<file path="src/rtl/bcd_display_formatter_pkg.sv">
// Shared definitions for the BCD display formatter: digit geometry, FSM encoding,
// double-dabble adjust constants and a small compile-time power-of-ten helper.
package bcd_display_formatter_pkg;

  localparam int DIGIT_BITS = 4;

  localparam logic [3:0] BCD_ADJUST_THRESHOLD = 4'd5;
  localparam logic [3:0] BCD_ADJUST_ADD       = 4'd3;

  typedef enum logic [1:0] {
    ST_IDLE    = 2'd0,
    ST_CONVERT = 2'd1,
    ST_UPDATE  = 2'd2
  } fmt_state_e;

  // 10^n as a 64-bit constant; used for the largest displayable value.
  function automatic logic [63:0] pow10(input int n);
    logic [63:0] r;
    r = 64'd1;
    for (int i = 0; i < n; i++) r = r * 64'd10;
    return r;
  endfunction

endpackage

</file>
<file path="src/rtl/bcd_display_formatter_if.sv">
// Handshake and display-frame bundle between the value producer (master)
// and the formatter (slave).
interface bcd_display_formatter_if #(
  parameter int BIN_WIDTH = 20,
  parameter int DIGITS    = 6
) ();

  logic [BIN_WIDTH-1:0]  in_value;
  logic [DIGITS-1:0]     in_dp;
  logic                  in_valid;
  logic                  in_ready;
  logic [4*DIGITS-1:0]   data;
  logic [DIGITS-1:0]     digit_enable;
  logic [DIGITS-1:0]     decimal_point_enable;
  logic                  overflow;
  logic                  out_valid;

  modport master (
    output in_value, in_dp, in_valid,
    input  in_ready, data, digit_enable, decimal_point_enable, overflow, out_valid
  );

  modport slave (
    input  in_value, in_dp, in_valid,
    output in_ready, data, digit_enable, decimal_point_enable, overflow, out_valid
  );

endinterface

</file>
<file path="src/rtl/bcd_display_formatter_shift_add3_core.sv">
// One double-dabble step: every BCD column >= 5 gets +3 (no inter-column carry,
// the adjusted digit is at most 12), then the whole accumulator shifts left by
// one with the next binary bit entering at the bottom.
module bcd_shift_add3_core
  import bcd_display_formatter_pkg::*;
#(
  parameter int DIGITS = 6
) (
  input  logic [4*DIGITS-1:0] bcd_i,
  input  logic                msb_i,
  output logic [4*DIGITS-1:0] bcd_o
);

  logic [4*DIGITS-1:0] adj;

  // Per-column add-3 adjust followed by the one-bit shift.
  always_comb begin
    adj = '0;
    for (int i = 0; i < DIGITS; i++) begin
      if (bcd_i[DIGIT_BITS*i +: DIGIT_BITS] >= BCD_ADJUST_THRESHOLD)
        adj[DIGIT_BITS*i +: DIGIT_BITS] = bcd_i[DIGIT_BITS*i +: DIGIT_BITS] + BCD_ADJUST_ADD;
      else
        adj[DIGIT_BITS*i +: DIGIT_BITS] = bcd_i[DIGIT_BITS*i +: DIGIT_BITS];
    end
    bcd_o = {adj[4*DIGITS-2:0], msb_i};
  end

endmodule

</file>
<file path="src/rtl/bcd_display_formatter.sv">
// Binary-to-BCD formatter feeding a 7-segment driver. Accepts one value per
// handshake, converts it serially (one bit per clock), then presents a stable
// frame of digits, digit enables and decimal points until the next conversion.
//
//   state      | meaning
//   -----------+--------------------------------------------------------------
//   ST_IDLE    | in_ready high, waiting for a transfer; outputs hold
//   ST_CONVERT | BIN_WIDTH shift-add-3 steps, input ignored
//   ST_UPDATE  | load output frame, pulse out_valid, return to idle
module bcd_display_formatter
  import bcd_display_formatter_pkg::*;
#(
  parameter int BIN_WIDTH           = 20,
  parameter int DIGITS              = 6,
  parameter bit BLANK_LEADING_ZEROS = 1'b1
) (
  input  logic                     clk,
  input  logic                     reset_n,
  bcd_display_formatter_if.slave   bus
);

  localparam int          CNT_W       = $clog2(BIN_WIDTH + 1);
  localparam logic [63:0] MAX_DISPLAY = pow10(DIGITS) - 64'd1;

  fmt_state_e             state_q;
  logic [BIN_WIDTH-1:0]   shift_q;
  logic [4*DIGITS-1:0]    bcd_q;
  logic [CNT_W-1:0]       cnt_q;
  logic [DIGITS-1:0]      dp_q;
  logic                   ovf_cap_q;

  logic [4*DIGITS-1:0]    data_q;
  logic [DIGITS-1:0]      digit_enable_q;
  logic [DIGITS-1:0]      dp_enable_q;
  logic                   overflow_q;
  logic                   out_valid_q;
  logic                   in_ready_q;

  logic [4*DIGITS-1:0]    bcd_next;
  logic [4*DIGITS-1:0]    data_d;
  logic [DIGITS-1:0]      digit_enable_d;
  logic                   ovf_cap_d;

  bcd_shift_add3_core #(.DIGITS(DIGITS)) u_core (
    .bcd_i (bcd_q),
    .msb_i (shift_q[BIN_WIDTH-1]),
    .bcd_o (bcd_next)
  );

  // Values beyond the display range are flagged at capture time.
  assign ovf_cap_d = (64'(bus.in_value) > MAX_DISPLAY);

  // Output frame: saturate to all nines on overflow, otherwise blank leading
  // zeros while keeping digit 0 and anything up to the highest decimal point lit.
  always_comb begin
    logic keep;
    keep           = 1'b0;
    digit_enable_d = '0;
    for (int i = DIGITS - 1; i >= 0; i--) begin
      keep = keep | (|bcd_q[DIGIT_BITS*i +: DIGIT_BITS]) | dp_q[i];
      digit_enable_d[i] = keep | (i == 0);
    end
    if (!BLANK_LEADING_ZEROS) digit_enable_d = '1;
    data_d = bcd_q;
    if (ovf_cap_q) begin
      data_d         = {DIGITS{4'h9}};
      digit_enable_d = '1;
    end
  end

  // Sequencer, conversion datapath and registered outputs.
  always_ff @(posedge clk or negedge reset_n) begin
    if (!reset_n) begin
      state_q        <= ST_IDLE;
      shift_q        <= '0;
      bcd_q          <= '0;
      cnt_q          <= '0;
      dp_q           <= '0;
      ovf_cap_q      <= 1'b0;
      data_q         <= '0;
      digit_enable_q <= '0;
      dp_enable_q    <= '0;
      overflow_q     <= 1'b0;
      out_valid_q    <= 1'b0;
      in_ready_q     <= 1'b1;
    end else begin
      out_valid_q <= 1'b0;
      case (state_q)
        ST_IDLE: begin
          if (bus.in_valid) begin
            shift_q    <= bus.in_value;
            dp_q       <= bus.in_dp;
            bcd_q      <= '0;
            cnt_q      <= CNT_W'(BIN_WIDTH);
            ovf_cap_q  <= ovf_cap_d;
            in_ready_q <= 1'b0;
            state_q    <= ST_CONVERT;
          end
        end
        ST_CONVERT: begin
          bcd_q   <= bcd_next;
          shift_q <= shift_q << 1;
          cnt_q   <= cnt_q - 1'b1;
          if (cnt_q == CNT_W'(1)) state_q <= ST_UPDATE;
        end
        ST_UPDATE: begin
          data_q         <= data_d;
          digit_enable_q <= digit_enable_d;
          dp_enable_q    <= dp_q;
          overflow_q     <= ovf_cap_q;
          out_valid_q    <= 1'b1;
          in_ready_q     <= 1'b1;
          state_q        <= ST_IDLE;
        end
        default: begin
          in_ready_q <= 1'b1;
          state_q    <= ST_IDLE;
        end
      endcase
    end
  end

  assign bus.in_ready             = in_ready_q;
  assign bus.data                 = data_q;
  assign bus.digit_enable         = digit_enable_q;
  assign bus.decimal_point_enable = dp_enable_q;
  assign bus.overflow             = overflow_q;
  assign bus.out_valid            = out_valid_q;

endmodule

</file>
<file path="src/flat_wrapper.sv">
// flat-port wrapper written by rule: the top's interface ports become plain ports
module bcd_display_formatter_flat import bcd_display_formatter_pkg::*;
#(
  parameter int BIN_WIDTH           = 20,
  parameter int DIGITS              = 6,
  parameter bit BLANK_LEADING_ZEROS = 1'b1
)
  (clk, reset_n, bus_in_value, bus_in_dp, bus_in_valid, bus_in_ready, bus_data, bus_digit_enable, bus_decimal_point_enable, bus_overflow, bus_out_valid);
  bcd_display_formatter_if #(.BIN_WIDTH(BIN_WIDTH), .DIGITS(DIGITS)) bus_i ();
  input  logic clk;
  input  logic reset_n;
  input wire logic [$bits(bus_i.in_value)-1:0] bus_in_value;
  input wire logic [$bits(bus_i.in_dp)-1:0] bus_in_dp;
  input wire logic [$bits(bus_i.in_valid)-1:0] bus_in_valid;
  output wire logic [$bits(bus_i.in_ready)-1:0] bus_in_ready;
  output wire logic [$bits(bus_i.data)-1:0] bus_data;
  output wire logic [$bits(bus_i.digit_enable)-1:0] bus_digit_enable;
  output wire logic [$bits(bus_i.decimal_point_enable)-1:0] bus_decimal_point_enable;
  output wire logic [$bits(bus_i.overflow)-1:0] bus_overflow;
  output wire logic [$bits(bus_i.out_valid)-1:0] bus_out_valid;
  assign bus_i.in_value = bus_in_value;
  assign bus_i.in_dp = bus_in_dp;
  assign bus_i.in_valid = bus_in_valid;
  assign bus_in_ready = bus_i.in_ready;
  assign bus_data = bus_i.data;
  assign bus_digit_enable = bus_i.digit_enable;
  assign bus_decimal_point_enable = bus_i.decimal_point_enable;
  assign bus_overflow = bus_i.overflow;
  assign bus_out_valid = bus_i.out_valid;
  bcd_display_formatter #(.BIN_WIDTH(BIN_WIDTH), .DIGITS(DIGITS), .BLANK_LEADING_ZEROS(BLANK_LEADING_ZEROS)) u_core (.clk(clk), .reset_n(reset_n), .bus(bus_i));
endmodule
</file>
<file path="config.mk">
export PLATFORM = sky130hd
export DESIGN_NAME = bcd_display_formatter_flat
export DESIGN_NICKNAME = d
export VERILOG_FILES = /design/src/rtl/bcd_display_formatter_pkg.sv /design/src/rtl/bcd_display_formatter_if.sv /design/src/rtl/bcd_display_formatter_shift_add3_core.sv /design/src/rtl/bcd_display_formatter.sv /design/src/flat_wrapper.sv
export SDC_FILE = /design/constraint.sdc
export NUM_CORES = 1
export LEC_CHECK = 0
export ABC_AREA = 1
export BUFFER_PORTS_ARGS = -buffer_cell sky130_fd_sc_hd__buf_4
export CORE_MARGIN = 4
export CORE_UTILIZATION = 45
export DETAILED_ROUTE_END_ITERATION = 16
export MAX_ROUTING_LAYER = met4
export PLACE_DENSITY_LB_ADDON = 0.05
export SLEW_MARGIN = 20
export SYNTH_ARGS = -nofsm -noshare
export SYNTH_HDL_FRONTEND = slang
export SYNTH_SLANG_ARGS = --single-unit
</file>
<file path="constraint.sdc">
create_clock -name clk -period 2.2 [get_ports clk]
set_clock_uncertainty 0.05 [all_clocks]
set_input_delay 0 -clock clk [delete_from_list [all_inputs] [get_ports clk]]
set_output_delay 0 -clock clk [all_outputs]
set_load 0.1 [all_outputs]
</file>
Yosys cells after proc, flatten, opt, wreduce, memory -nomap -nowiden
Index checks and enable logic that the tools add are counted.

RAM bits: 0. Memories kept: 0. Input port bits: 29. Register bits: 97. Bits in read-only memories: 0. Output and inout port bits: 39. Bits in latches: 0.

Div/mod/pow operators: 0. Eq/ne operators: 5. $lt $le $gt $ge: 7. Bitwise logic cells: 10. Reductions and logical operators: 11. Mux-type cells: 20. Multiply operators: 0. Shift operators: 0. $add $sub $neg: 7.

Operator list (count): $mux W24 (2); $pmux W24 S2 (1); $pmux W20 S2 (1); $ge A4 B3 Y1 const B (6); $add A4 B2 Y4 const B (5); $gt A20 B20 Y1 const B (1); $mux W20 (1); $mux W4 (5); $reduce_or A4 Y1 (5); $pmux W5 S2 (1); $or A1 B1 Y1 (9); $reduce_and A2 Y1 (4); $mux W6 (1); $eq A5 B1 Y1 const B (1); $mux W5 (1); $sub A5 B1 Y5 const B (1); $mux W2 (2); $pmux W2 S2 (1); $add A3 B2 Y3 const B (1); $mux W3 (1); $eq A2 B1 Y1 const B (1); $eq A2 B2 Y1 const B (1); $logic_not A2 Y1 (1); $mux W1 (2); other kinds (5) (5).

Depth between registers and ports, before layout
Gate-level depths: netlist of the first run.

Word-level depth: 11. Gate-level depth with buffers: 10. Mapped depth without buffers: 10.

Cells and area by module
Synthesis of the first run repeated with hierarchy kept, for this count alone.

Cell total of the unflattened synthesis: 541. Area, all modules: 4670.7 µm².

By module, submodules not included: bcd_display_formatter (area each 3911.3 µm², instances 1, seq. area each 2428.6 µm², cells each 409); bcd_shift_add3_core (area each 759.5 µm², instances 1, seq. area each 0.0 µm², cells each 132).

Worst setup path after synthesis of the first run
OpenSTA, ideal clock, no wires.

Path kind: reg-to-reg. Start: register u_core.bcd_q[21]. End: register u_core.digit_enable_q[1], in the netlist u_core.bus.digit_enable[1]. Data required time: 2.029 ns. Buffers on the path: 0. Setup slack: 0.832 ns. Cell stages (with the launch flop): 10. Arrival: 1.197 ns. Clock period less this slack: 1.368 ns. Setup time: 0.121 ns. Cells stage by stage: dfrtp_1 > inv_1 > ha_1 > inv_1 > nor2_1 > nand2_1 > nor2_1 > nand3_1 > nor2_1 > nor2_1.

Longest elaborated chain between the ends: 11.

RTL lines: from (decl) (RTL line bcd_display_formatter.sv:27) `logic [4*DIGITS-1:0] bcd_q;`; from (signal assigned) (RTL line bcd_display_formatter.sv:101) `bcd_q <= bcd_next;`; $reduce_or A4 Y1 (RTL line bcd_display_formatter.sv:60) `keep = keep | (|bcd_q[DIGIT_BITS*i +: DIGIT_BITS]) | dp_q[i];`; $or A1 B1 Y1 (9 in a row) (RTL line bcd_display_formatter.sv:60); $mux W6 (RTL line bcd_display_formatter.sv:65) `if (ovf_cap_q) begin`; to (signal assigned) (RTL line bcd_display_formatter.sv:108) `digit_enable_q <= digit_enable_d;`; to (decl) (RTL line bcd_display_formatter.sv:33) `logic [DIGITS-1:0] digit_enable_q;`.

Every way passes these cells. A chain may end at the register's enable or synchronous reset.

Final worst setup path of the first run
Start: register u_core.state_q[0]. End: register u_core.dp_q[5].

Longest elaborated chain between the ends: 2.

RTL lines: from (decl) (RTL line bcd_display_formatter.sv:25) `fmt_state_e state_q;`; from (signal assigned) (RTL line bcd_display_formatter.sv:74) `state_q <= ST_IDLE;`; from (signal assigned) (RTL line bcd_display_formatter.sv:97) `state_q <= ST_CONVERT;`; from (signal assigned) (RTL line bcd_display_formatter.sv:104) `if (cnt_q == CNT_W'(1)) state_q <= ST_UPDATE;`; $logic_not A2 Y1 (RTL line bcd_display_formatter.sv:88) `case (state_q)`; $reduce_and A2 Y1 (no source line); to (signal assigned) (RTL line bcd_display_formatter.sv:92) `dp_q <= bus.in_dp;`; to (decl) (RTL line bcd_display_formatter.sv:29) `logic [DIGITS-1:0] dp_q;`.

Every way passes these cells.

==> results of run 1 <==
[how the worst max path moves through the flow]
stage	cells after the start	to	start
floorplan	9	u_core.bus.digit_enable[1]$_DFFE_PN0P_	u_core.bcd_q[21]$_DFFE_PN0P_
global route	6	u_core.dp_q[0]$_DFFE_PN0P_	u_core.state_q[0]$_DFFE_PN0P_
finish	6	u_core.dp_q[5]$_DFFE_PN0P_	u_core.state_q[0]$_DFFE_PN0P_
detailed placement	6	u_core.shift_q[12]$_DFFE_PN0P_	u_core.state_q[0]$_DFFE_PN0P_
CTS	6	u_core.dp_q[5]$_DFFE_PN0P_	u_core.state_q[0]$_DFFE_PN0P_
global placement	6	u_core.shift_q[10]$_DFFE_PN0P_	u_core.state_q[0]$_DFFE_PN0P_
[routing by layer]
| metal | track usage | share of wire |
|---|---|---|
| met2 | 0.3370 | 0.52 |
| met4 | 0.06402 | 0.016 |
| met5 | - | 0 |
| met1 | 0.2459 | 0.43 |
| met3 | 0.02567 | 0.033 |
[kinds of logic after synthesis]
| logic type | count (synthesis) | synth area share |
|---|---|---|
| buffers and inverters | 79 | 0.07877 |
| adders and majority gates | 19 | 0.05252 |
| DFF | 97 | 0.5365 |
| AOI/OAI and AO/OA | 98 | 0.1357 |
| xor gates and xnor gates | 5 | 0.009676 |
| and+or+nand+nor | 205 | 0.1868 |
[per-stage QoR]
step / instances / hold WS [ps] / power [mW] / setup slack [ps] / area (um^2)
3_3_place_gp: 691 / -56.94 / 7.330 / 500.6 / 5129
3_5_place_dp: 691 / -55.09 / 7.443 / 409.9 / 5129
2_1_floorplan: 503 / -345.6 / 6.455 / 832.3 / 4527
4_1_cts: 737 / 100.0 / 8.556 / 176.4 / 5609
6_report: 737 / 103.5 / 8.465 / 185.7 / 5609
5_1_grt: 737 / 142.0 / 9.175 / 49.57 / 5609
[placed cells by master, fill, tap and decap left out, types with 8 or more instances in the layout]
| cell | synthesis | final |
|---|---|---|
| o21ai_0 | 36 | 36 |
| o21ai_2 | 10 | 10 |
| buf_4 | 2 | 72 |
| inv_1 | 55 | 55 |
| nand2_1 | 133 | 133 |
| clkbuf_8 | 0 | 10 |
| ha_1 | 19 | 19 |
| a21oi_1 | 14 | 14 |
| a22oi_1 | 9 | 9 |
| nor2_1 | 38 | 38 |
| dlygate4sd3_1 | 0 | 31 |
| o22ai_1 | 8 | 8 |
| nand3_1 | 26 | 26 |
| dfrtp_1 | 96 | 96 |
[layout make-up]
| type | instances | area (um^2) |
|---|---|---|
| clock inverters | 5 | 32.53 |
| inverters | 61 | 231.5 |
| fillers | 900 | 4165 |
| flip-flops and latches | 97 | 2429 |
| multi-input cells | 327 | 1742 |
| well taps | 133 | 166.4 |
| repair buffers | 104 | 870.8 |
| clock buffers | 10 | 137.6 |
[sequential cells by signal, summed over array words and instances, names as in the netlist, 2 cells and up]
register,flops
u_core.bcd_q,24
u_core.bus.data,24
u_core.shift_q,20
u_core.bus.decimal_point_enable,6
u_core.bus.digit_enable,6
u_core.dp_q,6
u_core.cnt_q,5
u_core.state_q,2
[timing repair]
action | CTS | global route
endpoints found under the setup margin | 0 | 0
resized for setup | 0 | 0
hold endpoints to repair | 99 | 0
hold buffers | 31 | 0
[power by group through the flow]
stage	logic [mW]	registers, mW	clock network (mW)
floorplan	2.22	4.23	0
global placement	4.38	2.95	0
detailed placement	4.47	2.97	0
CTS	4.54	2.94	1.07
global route	5.00	3.04	1.14
finish	4.50	2.94	1.02
==> flow_summary.toml, run 1 <==
[logic_synthesis]
syn_area_per_cell_um2 = 9.000
ys.flop_type = "dfrtp_1"
synthDistinctLibCells = 33
seq_area_frac_synth = 0.5365
synth_cells = 503
synth.top_cell.area_share = 0.5307
synthTopCellsByArea = "dfrtp_1 53%, nand2_1 11%, ha_1 5.3%"
yosysWarnings = 0
synth_edf_count = 0
synth_most_common_cell = "nand2_1"
async_reset_ff_frac = 1.000
syn-cell-area_mm2 = 0.004527
synth_common_cells = "133 x nand2_1, 96 x dfrtp_1, 55 x inv_1, 38 x nor2_1, 36 x o21ai_0"
syn_nets = 551
synth_top_cell_by_area = "dfrtp_1"
ys_ff_latch = 97

[sta]
maxSlewViolCount = 0
finalHoldViolCount = 0
max_freq_mhz = 496.5
fin_crit_ps = 2014
finalCritPeriodShare = 0.9156
fin_setup_tns_ps = 0
tightest_slew_ps = 482.0
timing.slew.headroom = 0.6787
rsz0062_at_grt = "no"
setup_violations = 0

[layout]
antenna-diode-count = 0
drive_gt1_frac = 0.1854
final_nets = 648
post-route-util = 0.5739
area_growth_pct = 23.91

[placed_design]
io_buffers = 67
hpwl_um = 7378
place_congestion = 0.8252

[grt]
grt_usage = 0.1980
grt_overflow = 0
grt_pass1_vias = 3673
antenna_found_initial = 0
grt_pass1_wl_um = 17700
grt_max_degree = 40

[power_and_ir_drop]
p_clk_frac = 0.121
switching_power_mw = 4.242
leakage_nw = 2.818
seqPwrFrac = 0.347
pwr-share-comb = 0.531
p_int_mw = 4.222
vdd_drop_max_mv = 0.8038
switching_share = 0.5012
powerDensity_mw_per_mm2 = 1509

[setup_path]
critPathRequiredTime_ps = 2430
rr_endpoint = "u_core.dp_q[5]$_DFFE_PN0P_"
crit_chain = "nor2_1, nand2_4, inv_2, nand2_1, nand2_1, dlygate4sd3_1"
crit_family = "buffers and inverters"
r2r_slack_ps = 190
rr_worst_depth = 6
crit_path_frequent_cell = "nand2_1"
max_stage_delay_ps = 540
r2r_start = "u_core.state_q[0]$_DFFE_PN0P_"
crit_fanout = 24
crit_type = "flip-flop to flip-flop"
arrival_ps = 2250
startpoint_type = "flip-flop"
cp-end-kind = "flip-flop"
crit_buf_inv = 2
slowest_stage = "dlygate4sd3_1"

[routing]
firstDrtPassIters = 4
ant_nets = 0
viasPerCell = 4.985
wl_per_cell_um = 14.05
drt-total-wl_um = 10350
dr_total_vias = 3674
drt_iter0_markers = 149
drc = 0

[cts]
cts_sinks = 97
cts_made_buffers = 9
cts-root-buf = "clkbuf_8"
htree_levels = 3
post_cts.repair.setup_buffers = 0
clockBufferDepth = 2
path_clk_slew_ps = 90
clk_latency_ps = 350
cts_tree = "built"

[floorplan]
core.rowCount = 36
die_y_um = 108.3
coreArea_mm2 = 0.009774
io_pins = 68
start_util = 0.4631
die_w_um = 108.3
die_area_mm2 = 0.01173

[outcome]
run_status = "finished, final reports clean"

[worst_hold_path]
holdCritPathClass = "input pin to asynchronous set/reset pin"

[run]
maxCapViolations = 0
No activity file was read; power rests on OpenSTA's default activity.
==> run 2: changes to the inputs <==
ABC_AREA = 0   (was 1)
CORE_MARGIN = 3   (was 4)
==> run 2 against run 1 <==
Effect of this change: global-route usage rose by 1.2 points; die area is 5.2% lower; first-iteration DRC count grew 28%; wire length increased by 3.6%; total power grew 9.8%; sequential share of layout area is 0.67 points lower; critical endpoint is now u_core.bcd_q[14]$_DFFE_PN0P_; largest power group unchanged; highest routed layer unchanged.
==> flow_summary.toml, run 2 <==
[grt]
grt_pass1_vias = 3681
antenna_found_initial = 0
grt_pass1_wl_um = 18180
grt_overflow = 0
grt_usage = 0.2097
grt_max_degree = 45

[logic_synthesis]
ys.flop_type = "dfrtp_1"
synthTopCellsByArea = "dfrtp_1 54%, nand2_1 10%, ha_1 5.3%"
syn-cell-area_mm2 = 0.004452
synth.top_cell.area_share = 0.5396
syn_nets = 508
synthDistinctLibCells = 38
syn_area_per_cell_um2 = 9.678
synth_cells = 460
synth_top_cell_by_area = "dfrtp_1"
ys_ff_latch = 97
yosysWarnings = 0
synth_most_common_cell = "nand2_1"
synth_common_cells = "121 x nand2_1, 96 x dfrtp_1, 40 x o21ai_0, 19 x ha_1, 19 x nand3_1"
synth_edf_count = 0
seq_area_frac_synth = 0.5455
async_reset_ff_frac = 1.000

[floorplan]
die_area_mm2 = 0.01112
core.rowCount = 35
die_y_um = 105.5
coreArea_mm2 = 0.009415
die_w_um = 105.5
start_util = 0.4728
io_pins = 68

[cts]
cts_made_buffers = 9
cts_sinks = 97
htree_levels = 3
clockBufferDepth = 2
post_cts.repair.setup_buffers = 0
cts-hold-fix-buffers = 27
cts_resized = 0
clk_latency_ps = 360
cts_tree = "built"
cts-root-buf = "clkbuf_8"
path_clk_slew_ps = 90

[power_and_ir_drop]
powerDensity_mw_per_mm2 = 1632
vdd_drop_max_mv = 0.7354
leakage_nw = 2.741

[sta]
max_freq_mhz = 538.7
fin_crit_ps = 1856
fin_setup_tns_ps = 0
setup_violations = 0
finalHoldViolCount = 0
timing.slew.headroom = 0.5919
finalCritPeriodShare = 0.8438
tightest_slew_ps = 612.1
fin_ws_ps = 343.7
maxSlewViolCount = 0
rsz0062_at_grt = "no"
worst_hold_slack_ps = 131.9

[placed_design]
place_ws_ps = 398.1
io_buffers = 67
dpl-instance-area_mm2 = 0.005162
place_congestion = 0.8503
hpwl_um = 7407

[layout]
final_nets = 605
drive_gt1_frac = 0.1943
layout_commonest_cell = "nand2_1"
antenna-diode-count = 0
area_growth_pct = 27.99
finish.instance_area_mm2 = 0.005698
final_cell_mix = "121 x nand2_1, 96 x dfrtp_1, 85 x buf_4"
post-route-util = 0.6052
fill_cells = 830

[worst_hold_path]
holdCritPathClass = "input pin to asynchronous set/reset pin"

[outcome]
run_status = "finished, final reports clean"

[routing]
drt_iter0_markers = 190
dr_total_vias = 3623
viasPerCell = 5.251
ant_nets = 0
wl_per_cell_um = 15.54
drc = 0
firstDrtPassIters = 4
drt-total-wl_um = 10720

[setup_path]
slowest_stage = "dfrtp_1"
startpoint_type = "flip-flop"
crit_chain = "inv_1, ha_1, nand2b_1, a21oi_1, mux2_2, o21ai_0"
crit_fanout = 6
cp-end-kind = "flip-flop"
arrival_ps = 2080
max_stage_delay_ps = 460
critPathRequiredTime_ps = 2430
crit_type = "flip-flop to flip-flop"

[run]
maxCapViolations = 0
-- run 2: cell count changes after synthesis, sizes merged, moves of 5 or more --
cell	before	now
clkbuf	0	13
o31ai	0	17
nand3	26	19
o221ai	5	0
nor2	40	13
o21ai	49	40
o22ai	9	0
inv	61	15
nand2b	0	14
nor4b	0	6
a22oi	9	18
a32o	0	6
nand2	136	121
-- run 2: routing by layer --
layer / part of all wire / wire (um) / GRT usage / up-vias
met5: 0 / 0 / - / -
met4: 0.014 / 150 / 0.06373 / 0
met3: 0.035 / 372 / 0.03307 / 11
met2: 0.49 / 5305 / 0.3470 / 68
met1: 0.46 / 4892 / 0.2666 / 1784
li1: - / - / - / 1760
-- run 2: cell type report --
cell class / instances / area, um^2 / share of cell area
clock inverters: 5 / 127.6 / 0.02240
inverters: 15 / 56.30 / 0.009881
well taps: 129 / 161.4 / 0.02833
repair buffers: 113 / 928.4 / 0.1629
clock buffers: 10 / 137.6 / 0.02415
flip-flops and latches: 97 / 2429 / 0.4262
multi-input cells: 321 / 1858 / 0.3261
-- run 2: kinds of logic (layout without fill, tap and decap cells) --
kind of cell    count (synthesis)  count (layout)  synth area share
flops                          97              97            0.5455
mux                             5               5           0.01237
simple gates                  190             190            0.1917
compound gates                 99              99            0.1425
buf+inv                        42             143           0.03879
fa+ha+maj                      19              19           0.05340
xor+xnor                        8               8           0.01574
-- run 2: critical path: cells and delay by family, from the launching register on --
kind                     cells  cell delay, ps
multiplexers                 1             370
AND/OR/NAND/NOR              1              70
AO/OA/AOI/OAI                2             450
flip-flops                   1             460
adder cells (fa/ha/maj)      1             220
buffers and inverters        1             160
-- run 2: per-stage QoR --
step	total power, mW	std cells
global route	9.921	690
global placement	7.674	648
CTS	9.364	690
finish	9.297	690
floorplan	6.574	460
detailed placement	7.793	648
-- run 2: path summary, 6_finish.rpt --
path | start | end | slack [ps] | depth (start not counted)
worst max register to register | u_core.bcd_q[12]$_DFFE_PN0P_ | u_core.bcd_q[14]$_DFFE_PN0P_ | 340 | 6
worst min-delay path | reset_n | u_core.bus.data[17]$_DFFE_PN0P_ | 130 | 2
worst max-delay path | u_core.bcd_q[12]$_DFFE_PN0P_ | u_core.bcd_q[14]$_DFFE_PN0P_ | 340 | 6
worst min register to register | u_core.dp_q[0]$_DFFE_PN0P_ | u_core.bus.decimal_point_enable[0]$_DFFE_PN0P_ | 420 | 2
min in group clk | bus_in_valid | u_core.dp_q[3]$_DFFE_PN0P_ | 190 | 5
max in group asynchronous | reset_n | u_core.bus.in_ready$_DFFE_PN1P_ | 1290 | 3
-- run 2: where the power goes --
part | leakage (nW) | internal [mW] | switching, mW | total [mW]
combinational | 1.43 | 1.44 | 3.21 | 4.65
sequential | 1.19 | 2.51 | 0.624 | 3.13
clock | 0.129 | 0.895 | 0.620 | 1.51
total | 2.74 | 4.84 | 4.46 | 9.30
